<file path="src/rtl/dfe_out_capture_pkg.sv">
// Shared definitions for the DFE output capture block: default geometry and FSM codes.
package dfe_out_capture_pkg;

  // Default geometry: ADC code width, derived DFE word width, buffer depth and address width.
  localparam int unsigned BW_DEF    = 6;
  localparam int unsigned DW_DEF    = BW_DEF + 15;
  localparam int unsigned DEPTH_DEF = 64;
  localparam int unsigned AW_DEF    = 6;

  // Controller state encodings (kept as plain 2-bit constants for legacy tools).
  localparam logic [1:0] S_IDLE    = 2'd0;
  localparam logic [1:0] S_CAPTURE = 2'd1;
  localparam logic [1:0] S_FULL    = 2'd2;
  localparam logic [1:0] S_SHIFT   = 2'd3;

  // A state that owns the buffer, i.e. one in which capture or readout is running.
  function automatic logic state_is_busy(input logic [1:0] st);
    return (st == S_CAPTURE) || (st == S_SHIFT);
  endfunction

endpackage

</file>
<file path="src/rtl/dfe_out_capture_ram.sv">
// Capture buffer: simple dual-port synchronous RAM, one write port and one registered
// read port (1-cycle latency), no reset. Interchangeable with a foundry SRAM macro of the same ports.
module dfe_out_capture_ram #(
  parameter int DW    = 21,
  parameter int DEPTH = 64,
  parameter int AW    = 6
) (
  input  logic          i_clk,
  input  logic          i_wr_en,
  input  logic [AW-1:0] i_wr_addr,
  input  logic [DW-1:0] i_wr_data,
  input  logic          i_rd_en,
  input  logic [AW-1:0] i_rd_addr,
  output logic [DW-1:0] o_rd_data
);

  logic [DW-1:0] r_mem [DEPTH];
  logic [DW-1:0] r_rd_data;

  // Array write and registered read; the read data holds until the next read enable.
  always_ff @(posedge i_clk) begin
    if (i_wr_en) begin
      r_mem[i_wr_addr] <= i_wr_data;
    end
    if (i_rd_en) begin
      r_rd_data <= r_mem[i_rd_addr];
    end
  end

  assign o_rd_data = r_rd_data;

endmodule

</file>
<file path="src/rtl/dfe_out_capture.sv">
// Consumer end of the DFE output interface: captures one signed DFE word per OUT_CLK rising
// edge into a buffer, then shifts the full record out MSB-first over a 1-bit serial port.
module dfe_out_capture
  import dfe_out_capture_pkg::*;
#(
  parameter  int BW    = BW_DEF,
  parameter  int DEPTH = DEPTH_DEF,
  parameter  int AW    = AW_DEF,
  localparam int DW    = BW + 15
) (
  input  logic          CLK,
  input  logic          RES,
  input  logic          OUT_CLK,
  input  logic [DW-1:0] OUT,
  input  logic          ARM,
  input  logic          RD_START,
  output logic          DONE,
  output logic          BUSY,
  output logic [AW:0]   COUNT,
  output logic          SDO,
  output logic          SFRAME,
  output logic          SVALID
);

  localparam int            BIW       = $clog2(DW);
  localparam logic [BIW-1:0] TOP_BIT  = BIW'(DW - 1);
  localparam logic [AW-1:0]  LAST_ADDR = AW'(DEPTH - 1);

  logic [1:0]     r_state;
  logic           r_out_clk_q;
  logic [AW-1:0]  r_wr_ptr;
  logic [AW:0]    r_count;
  logic [AW-1:0]  r_rd_ptr;
  logic [BIW-1:0] r_bit_idx;
  logic           r_drain;
  logic           r_done;
  logic           r_busy;
  logic           r_sdo;
  logic           r_sframe;
  logic           r_svalid;

  logic           w_strb;
  logic           w_wr_en;
  logic           w_rd_en;
  logic [AW-1:0]  w_rd_addr;
  logic [DW-1:0]  w_ram_q;
  logic           w_last_bit;
  logic           w_last_word;

  assign w_strb      = OUT_CLK & ~r_out_clk_q;
  assign w_last_bit  = (r_bit_idx == {BIW{1'b0}});
  assign w_last_word = (r_rd_ptr == LAST_ADDR);
  // ARM in the same cycle as a strobe wins: the word is dropped.
  assign w_wr_en     = ~RES & (r_state == S_CAPTURE) & w_strb & ~ARM;

  // Read port control: fetch word 0 when readout is accepted, and prefetch the next word
  // while the current word's LSB is being launched so the bit stream has no gaps.
  always_comb begin
    w_rd_en   = 1'b0;
    w_rd_addr = {AW{1'b0}};
    if (RES) begin
      w_rd_en = 1'b0;
    end else if ((r_state == S_FULL) && RD_START && !ARM) begin
      w_rd_en = 1'b1;
    end else if ((r_state == S_SHIFT) && !r_drain && w_last_bit && !w_last_word) begin
      w_rd_en   = 1'b1;
      w_rd_addr = r_rd_ptr + AW'(1);
    end else begin
      w_rd_en = 1'b0;
    end
  end

  dfe_out_capture_ram #(
    .DW    (DW),
    .DEPTH (DEPTH),
    .AW    (AW)
  ) u_ram (
    .i_clk     (CLK),
    .i_wr_en   (w_wr_en),
    .i_wr_addr (r_wr_ptr),
    .i_wr_data (OUT),
    .i_rd_en   (w_rd_en),
    .i_rd_addr (w_rd_addr),
    .o_rd_data (w_ram_q)
  );

  // Controller: strobe edge history, capture pointers, readout bit counter and serial outputs.
  always_ff @(posedge CLK) begin
    if (RES) begin
      r_state     <= S_IDLE;
      r_out_clk_q <= 1'b0;
      r_wr_ptr    <= {AW{1'b0}};
      r_count     <= {(AW+1){1'b0}};
      r_rd_ptr    <= {AW{1'b0}};
      r_bit_idx   <= {BIW{1'b0}};
      r_drain     <= 1'b0;
      r_done      <= 1'b0;
      r_busy      <= 1'b0;
      r_sdo       <= 1'b0;
      r_sframe    <= 1'b0;
      r_svalid    <= 1'b0;
    end else begin
      r_out_clk_q <= OUT_CLK;
      case (r_state)
        S_IDLE: begin
          if (ARM) begin
            r_state  <= S_CAPTURE;
            r_wr_ptr <= {AW{1'b0}};
            r_count  <= {(AW+1){1'b0}};
            r_busy   <= 1'b1;
          end
        end
        S_CAPTURE: begin
          if (ARM) begin
            r_wr_ptr <= {AW{1'b0}};
            r_count  <= {(AW+1){1'b0}};
          end else if (w_strb) begin
            r_wr_ptr <= r_wr_ptr + AW'(1);
            r_count  <= r_count + (AW+1)'(1);
            if (r_wr_ptr == LAST_ADDR) begin
              r_state <= S_FULL;
              r_done  <= 1'b1;
              r_busy  <= 1'b0;
            end
          end
        end
        S_FULL: begin
          if (ARM) begin
            r_state  <= S_CAPTURE;
            r_done   <= 1'b0;
            r_busy   <= 1'b1;
            r_wr_ptr <= {AW{1'b0}};
            r_count  <= {(AW+1){1'b0}};
          end else if (RD_START) begin
            r_state   <= S_SHIFT;
            r_busy    <= 1'b1;
            r_rd_ptr  <= {AW{1'b0}};
            r_bit_idx <= TOP_BIT;
            r_drain   <= 1'b0;
          end
        end
        S_SHIFT: begin
          if (r_drain) begin
            // Last bit has been on SDO for one cycle: close the frame and release the buffer.
            r_state  <= S_IDLE;
            r_done   <= 1'b0;
            r_busy   <= 1'b0;
            r_drain  <= 1'b0;
            r_sdo    <= 1'b0;
            r_sframe <= 1'b0;
            r_svalid <= 1'b0;
          end else begin
            r_svalid <= 1'b1;
            r_sdo    <= w_ram_q[r_bit_idx];
            r_sframe <= (r_bit_idx == TOP_BIT);
            if (w_last_bit) begin
              r_bit_idx <= TOP_BIT;
              r_rd_ptr  <= r_rd_ptr + AW'(1);
              r_drain   <= w_last_word;
            end else begin
              r_bit_idx <= r_bit_idx - BIW'(1);
            end
          end
        end
        default: begin
          r_state <= S_IDLE;
        end
      endcase
    end
  end

  assign DONE   = r_done;
  assign BUSY   = r_busy & state_is_busy(r_state);
  assign COUNT  = r_count;
  assign SDO    = r_sdo;
  assign SFRAME = r_sframe;
  assign SVALID = r_svalid;

endmodule
</file>
<file path="config.mk">
export PLATFORM = sky130hd
export DESIGN_NAME = dfe_out_capture
export DESIGN_NICKNAME = d
export VERILOG_FILES = /design/src/rtl/dfe_out_capture_pkg.sv /design/src/rtl/dfe_out_capture_ram.sv /design/src/rtl/dfe_out_capture.sv
export SDC_FILE = /design/constraint.sdc
export NUM_CORES = 2
export LEC_CHECK = 0
export ABC_AREA = 1
export CORE_UTILIZATION = 55
export CTS_BUF_LIST = sky130_fd_sc_hd__clkbuf_8
export CTS_CLUSTER_DIAMETER = 120
export CTS_CLUSTER_SIZE = 12
export DETAILED_ROUTE_END_ITERATION = 8
export DONT_BUFFER_PORTS = 1
export PLACE_DENSITY = 0.7
export REMOVE_ABC_BUFFERS = 1
export SLEW_MARGIN = 20
export SYNTH_ARGS = -nofsm -noshare
export SYNTH_HDL_FRONTEND = slang
export SYNTH_SLANG_ARGS = --single-unit
export TNS_END_PERCENT = 100
</file>
<file path="constraint.sdc">
create_clock -name CLK -period 8.45 [get_ports CLK]
set_input_delay 2.535 -clock CLK [delete_from_list [all_inputs] [get_ports CLK]]
set_output_delay 2.535 -clock CLK [all_outputs]
set_load 0.02 [all_outputs]
</file>
**Word-level counts from Yosys, hierarchy flattened**

Memories as Yosys holds them, arrays and structs flattened. A register that Yosys moved wholly into a read port is not among the register bits.
Cells that the tools add are included.

- $add $sub $neg: 4
- Order comparisons: 1
- Equality and inequality tests: 19
- Mux-type cells: 57
- Bitwise operators: 8
- Reductions and logical operators: 21

Operators by type and width:

| operator | count |
|---|---|
| $mux 6 | 10 |
| $mux 1 | 24 |
| $pmux 6 s2 | 2 |
| $mux 7 | 3 |
| $mux 5 | 4 |
| $ne 2x2->1 const B | 10 |
| $mux 2 | 7 |
| $pmux 7 s2 | 1 |
| $add 6x1->6 const B | 2 |
| $eq 6x6->1 const B | 2 |
| $reduce_and 6->1 | 2 |
| $pmux 5 s2 | 1 |
| $pmux 2 s4 | 1 |
| $add 7x1->7 const B | 1 |
| $lt 5x6->1 const B | 1 |
| $ne 3x3->1 const B | 2 |
| $reduce_and 3->1 | 2 |
| $and 1x1->1 | 5 |
| $bmux 1 s5 | 1 |
| $eq 5x5->1 const B | 1 |
| $logic_and 1x1->1 | 5 |
| $logic_not 5->1 | 1 |
| $reduce_and 5->1 | 1 |
| $sub 5x1->5 const B | 1 |
| 14 further kinds | 20 |

- Register bits after elaboration: 33
- RAM bits: 1344
- Bits of input ports: 26
- Output and inout port bits: 12
- Word-level logic and storage cells: 123
- Memories: 1

Memories:

| name | depth | width | read ports | clocked after Yosys merged registers in | write ports | line | source |
|---|---|---|---|---|---|---|---|
| u_ram.r_mem | 64 | 21 | 1 | 1 | 1 | dfe_out_capture_ram.sv:17 | `logic [DW-1:0] r_mem [DEPTH];` |

**Logic depth before layout (Yosys ltp)**

- Word-level depth: 7
- Mapped depth: 18

**Cells and area by module**

From an unflattened synthesis, not the netlist that was laid out.

- Cells, all modules: 4876
- Area, all modules: 56894.6 sq um

By module, submodules not included:

| module | instances | cells an instance | area each (sq um) |
|---|---|---|---|
| dfe_out_capture_ram | 1 | 4587 | 54971.5 |
| dfe_out_capture | 1 | 289 | 1923.1 |

**Worst setup path after synthesis**

No wires, ideal clock.

- Path type: input -> register
- Start: in OUT_CLK
- End: mem u_ram.r_mem[0][0], enable pin
- Setup time: 0.399 ns
- Data arrival time: 4.104 ns
- Required time: 8.051 ns
- Slack: 3.947 ns
- Stages on the path: 6
- Path through: inv_1 -> nor2_1 -> nand3_1 -> nor2_1 -> nand3_1 -> nor2_1

- Cells in the longest elaborated chain, start to end: 5

Ends and longest elaborated chain:

| what | line | source |
|---|---|---|
| start, declared | dfe_out_capture.sv:13 | `input logic OUT_CLK,` |
| $and 1x1->1 | dfe_out_capture.sv:50 | `assign w_strb = OUT_CLK & ~r_out_clk_q;` |
| $and 1x1->1 (2 in series) | dfe_out_capture.sv:54 | `assign w_wr_en = ~RES & (r_state == S_CAPTURE) & w_strb & ~ARM;` |
| $mux 1 | dfe_out_capture_ram.sv:22 | `if (i_wr_en) begin` |
| $mux 1 (implied by the code) | dfe_out_capture_ram.sv:23 | `r_mem[i_wr_addr] <= i_wr_data;` |
| end, declared | dfe_out_capture_ram.sv:17 |  |

No other way between the ends.

**Worst setup path in the final report**

- Start: in RD_START
- End: reg u_ram.r_rd_data[10] (netlist: u_ram.o_rd_data[10]), read port of u_ram.r_mem (data pin)

- Cells in the longest elaborated chain, start to end: 4
- Elaborated cells on any way between the ends: 6
- Classes of those cells: 4 x mux; 2 x reduce/logical

Ends and longest elaborated chain:

| what | line | source |
|---|---|---|
| start, declared | dfe_out_capture.sv:16 | `input logic RD_START,` |
| $logic_and 1x1->1 (*) (2 in series) | dfe_out_capture.sv:63 | `end else if ((r_state == S_FULL) && RD_START && !ARM) begin` |
| $mux 6 or $mux 1 (tied branches) | dfe_out_capture.sv:63 |  |
| $mux 6 or $mux 1 (tied branches) | dfe_out_capture.sv:61 | `if (RES) begin` |
| end, declared | dfe_out_capture_ram.sv:18 | `logic [DW-1:0] r_rd_data;` |

Mark *: on every way between the ends. The rest lies on a longest branch, timed or not.
A chain may end at the register's enable or synchronous reset.

==> reports/metrics.yaml <==
cts:
  root_buffer: "clkbuf_8"
  clk_pin_slew_ns: 0.08
  post_cts_buffers: 0
  cts_resized: 0
  cts.path.max_buffers: 3
  cts_tree: "yes"
  cts_buffers: 134
  cts_hold_buf: 0
  numClockSinks: 1398
  cts_max_level: 4
  clk_latency_ns: 0.87
global_route:
  grt_start_max_net_pins: 209
  antenna_found_initial: 4
  overflow: 0
  grt_pass1_vias: 38000
  grt_pass1_wl_mm: 243
  grtUsageTotal_pct: 29.3
status:
  status: "complete, no violations"
yosys:
  synth-edff-count: 1365
  ys_types: 39
  yosys-top-cells-area: "edfxtp_1 (68%), nand3_1 (14%), nand2_1 (5.8%)"
  async_flop_share_pct: 0
  ys_warn_count: 0
  syn_inst: 5298
  yosysSeqAreaShare_pct: 69.5
  syn_avg_cell_area_sq_um: 11.3
  yosysMostFrequentCell: "nand3_1"
  ys_top_cells_by_count: "nand3_1 (1665), edfxtp_1 (1365), nand2_1 (924)"
  synth_flop_cell: "edfxtp_1"
  netlist_area_sq_mm: 0.0599
  ys_ff_latch: 1398
  yosysTopAreaCell: "edfxtp_1"
  synth_top_cell_area_share_pct: 68.4
pwr:
  p_seq_share_pct: 62.2
  combPwrFrac_pct: 7.6
  intPower_mw: 9.32
  switching_power_mw: 3.01
  power_density_mw_per_mm2: 196
  clockPowerShare_pct: 30.2
  irDropWorstVdd_v: 0.000145
  swShare_pct: 24.4
  power_mw: 12.3
  p_leak_nw: 23.1
timing:
  setup_viol: 0
  setup_slack_ns: 3.02
  max_slew_margin_pct: 12.8
  rsz0062_at_grt: "no"
  fin_crit_sh_pct: 64.2
  timing.fmax_mhz: 184
  slew_viol_final: 0
  worst_pin_slew_ns: 1.31
  hold_viol_final: 0
  fin_crit_ns: 5.43
  fin_tns_setup_ns: 0
  fin_skew_ns: 0.0359
floorplan:
  coreArea_sq_mm: 0.108
  rows: 120
  fp.dieW_um: 332
  ios: 38
  die_h_um: 332
  die-area_sq_mm: 0.110
  start_util_pct: 55.7
place:
  post_dp_cell_area_sq_mm: 0.0610
  pre_cts_slack_ns: 2.21
  dp.cells: 6427
  io_buffers: 0
  hpwl_mm: 85.0
  gp_congestion: 0.916
cells_and_area:
  final_nets: 5191
  fin_area_sq_mm: 0.0631
  multiInputGateArea_sq_mm: 0.0149
  n_fill_cell: 8573
  seq_area_sq_mm: 0.0416
  drive_gt1_share_pct: 6.27
  area_growth_pct: 5.25
  layout.cells.non_filler: 6602
worst_hold_path:
  hp-class: "register to register"
routing:
  remaining_drc_errors: 0
  routed_wl_mm: 163
  postRouteAntennaNets: 0
  drtPass1Iterations: 7
  via_per_inst: 6.17
  drt_iter0_markers: 5834
  vias: 40700
  wire_per_inst_um: 24.7
worst_setup_path:
  crit_fanout: 128
  crit_path_end_kind: "register"
  arrival_ns: 6.04
  required_ns: 9.06
  crit_type: "primary input to register"
  start_kind: "primary input"
run:
  maxCapViolCount: 0
sequential cells by signal, summed over array words and instances, names as in the netlist:
signal           flops
r_out_clk_q          1
SVALID               1
SFRAME               1
SDO                  1
DONE                 1
u_ram.o_rd_data     21
r_busy               1
r_drain              1
COUNT                7
r_state              2
r_rd_ptr             6
r_bit_idx            5
r_wr_ptr             6
u_ram.r_mem       1344
worst max-delay path, stage by stage:
cell	delay, ns
nand2_1	0.08
inv_1	0.05
nand2_1	0.19
nand2_1	0.16
nor2_4	0.43
nand2_8	0.59
buf_12	0.48
buf_12	0.28
nand2_1	0.12
nand3_1	0.08
nand3_1	0.14
nand2_1	0.08
nand2_1	0.06
nand3_1	0.35
nand3_1	0.22
nand2_1	0.07
per-stage QoR:
stage	hold slack, ns	util (%)
CTS	0.473	58.6
global placement	0.449	56.7
finish	0.480	58.7
detailed placement	0.460	56.7
global route	0.502	58.6
floorplan	0.433	-
final timing paths:
path	startpoint	to	slack, ns	depth (start not counted)
worst min register to register	r_busy	r_busy	0.48	2
worst max-delay path	RD_START	u_ram.o_rd_data[10]	3.02	16
worst min-delay path	r_busy	r_busy	0.48	2
worst max register to register	r_bit_idx[0]	u_ram.o_rd_data[10]	3.03	16
per-layer routing:
layer	vias to the layer above	global-route usage (%)	share of wire, %
li1	18200	-	-
met1	19800	42.3	40
met2	2364	44.3	46
met3	325	6.05	11
met4	0	10.6	3.2
met5	-	0	0
cells in the final DEF (no fill, tap or decap), drive strengths merged:
cell / count
buf: 93
nand2: 926
o221ai: 1
nor3: 4
xnor2: 1
nor2: 150
o21ai: 25
nor4: 3
diode: 3
a31oi: 2
nand4: 4
nand3: 1669
or2: 2
edfxtp: 1365
o22ai: 4
xor2: 1
clkinv: 3
a21oi: 30
clkbuf: 139
a211oi: 2
inv: 512
a2111oi: 1
nand3b: 210
o21a: 1
and3: 3
clkinvlp: 5
o31ai: 1
dfxtp: 33
ha: 5
o211ai: 1
power by group through the flow:
stage / clock network [mW] / registers (mW) / logic, mW
3_3_place_gp: 0 / 7.83 / 0.906
2_1_floorplan: 0 / 7.82 / 0.651
3_5_place_dp: 0 / 7.83 / 0.915
4_1_cts: 3.74 / 7.68 / 0.916
6_report: 3.72 / 7.68 / 0.936
5_1_grt: 3.99 / 7.68 / 1.01
final cells by class:
cell class,count,area share (%)
sequential,1398,66.1
inverter,487,2.91
multi-input combinational,3046,23.6
antenna,3,0.0119
timing repair buffer,93,1.33
clock inverter,33,0.266
clock buffer,139,3.03
tap,1403,2.78
kinds of logic after synthesis:
kind of cell | synth area share (%)
simple gates | 23.6
flops | 69.5
buf+inv | 6.12
compound gates | 0.614
fa+ha+maj | 0.104
xor+xnor | 0.0292
Power figures use the tool's default switching activity.
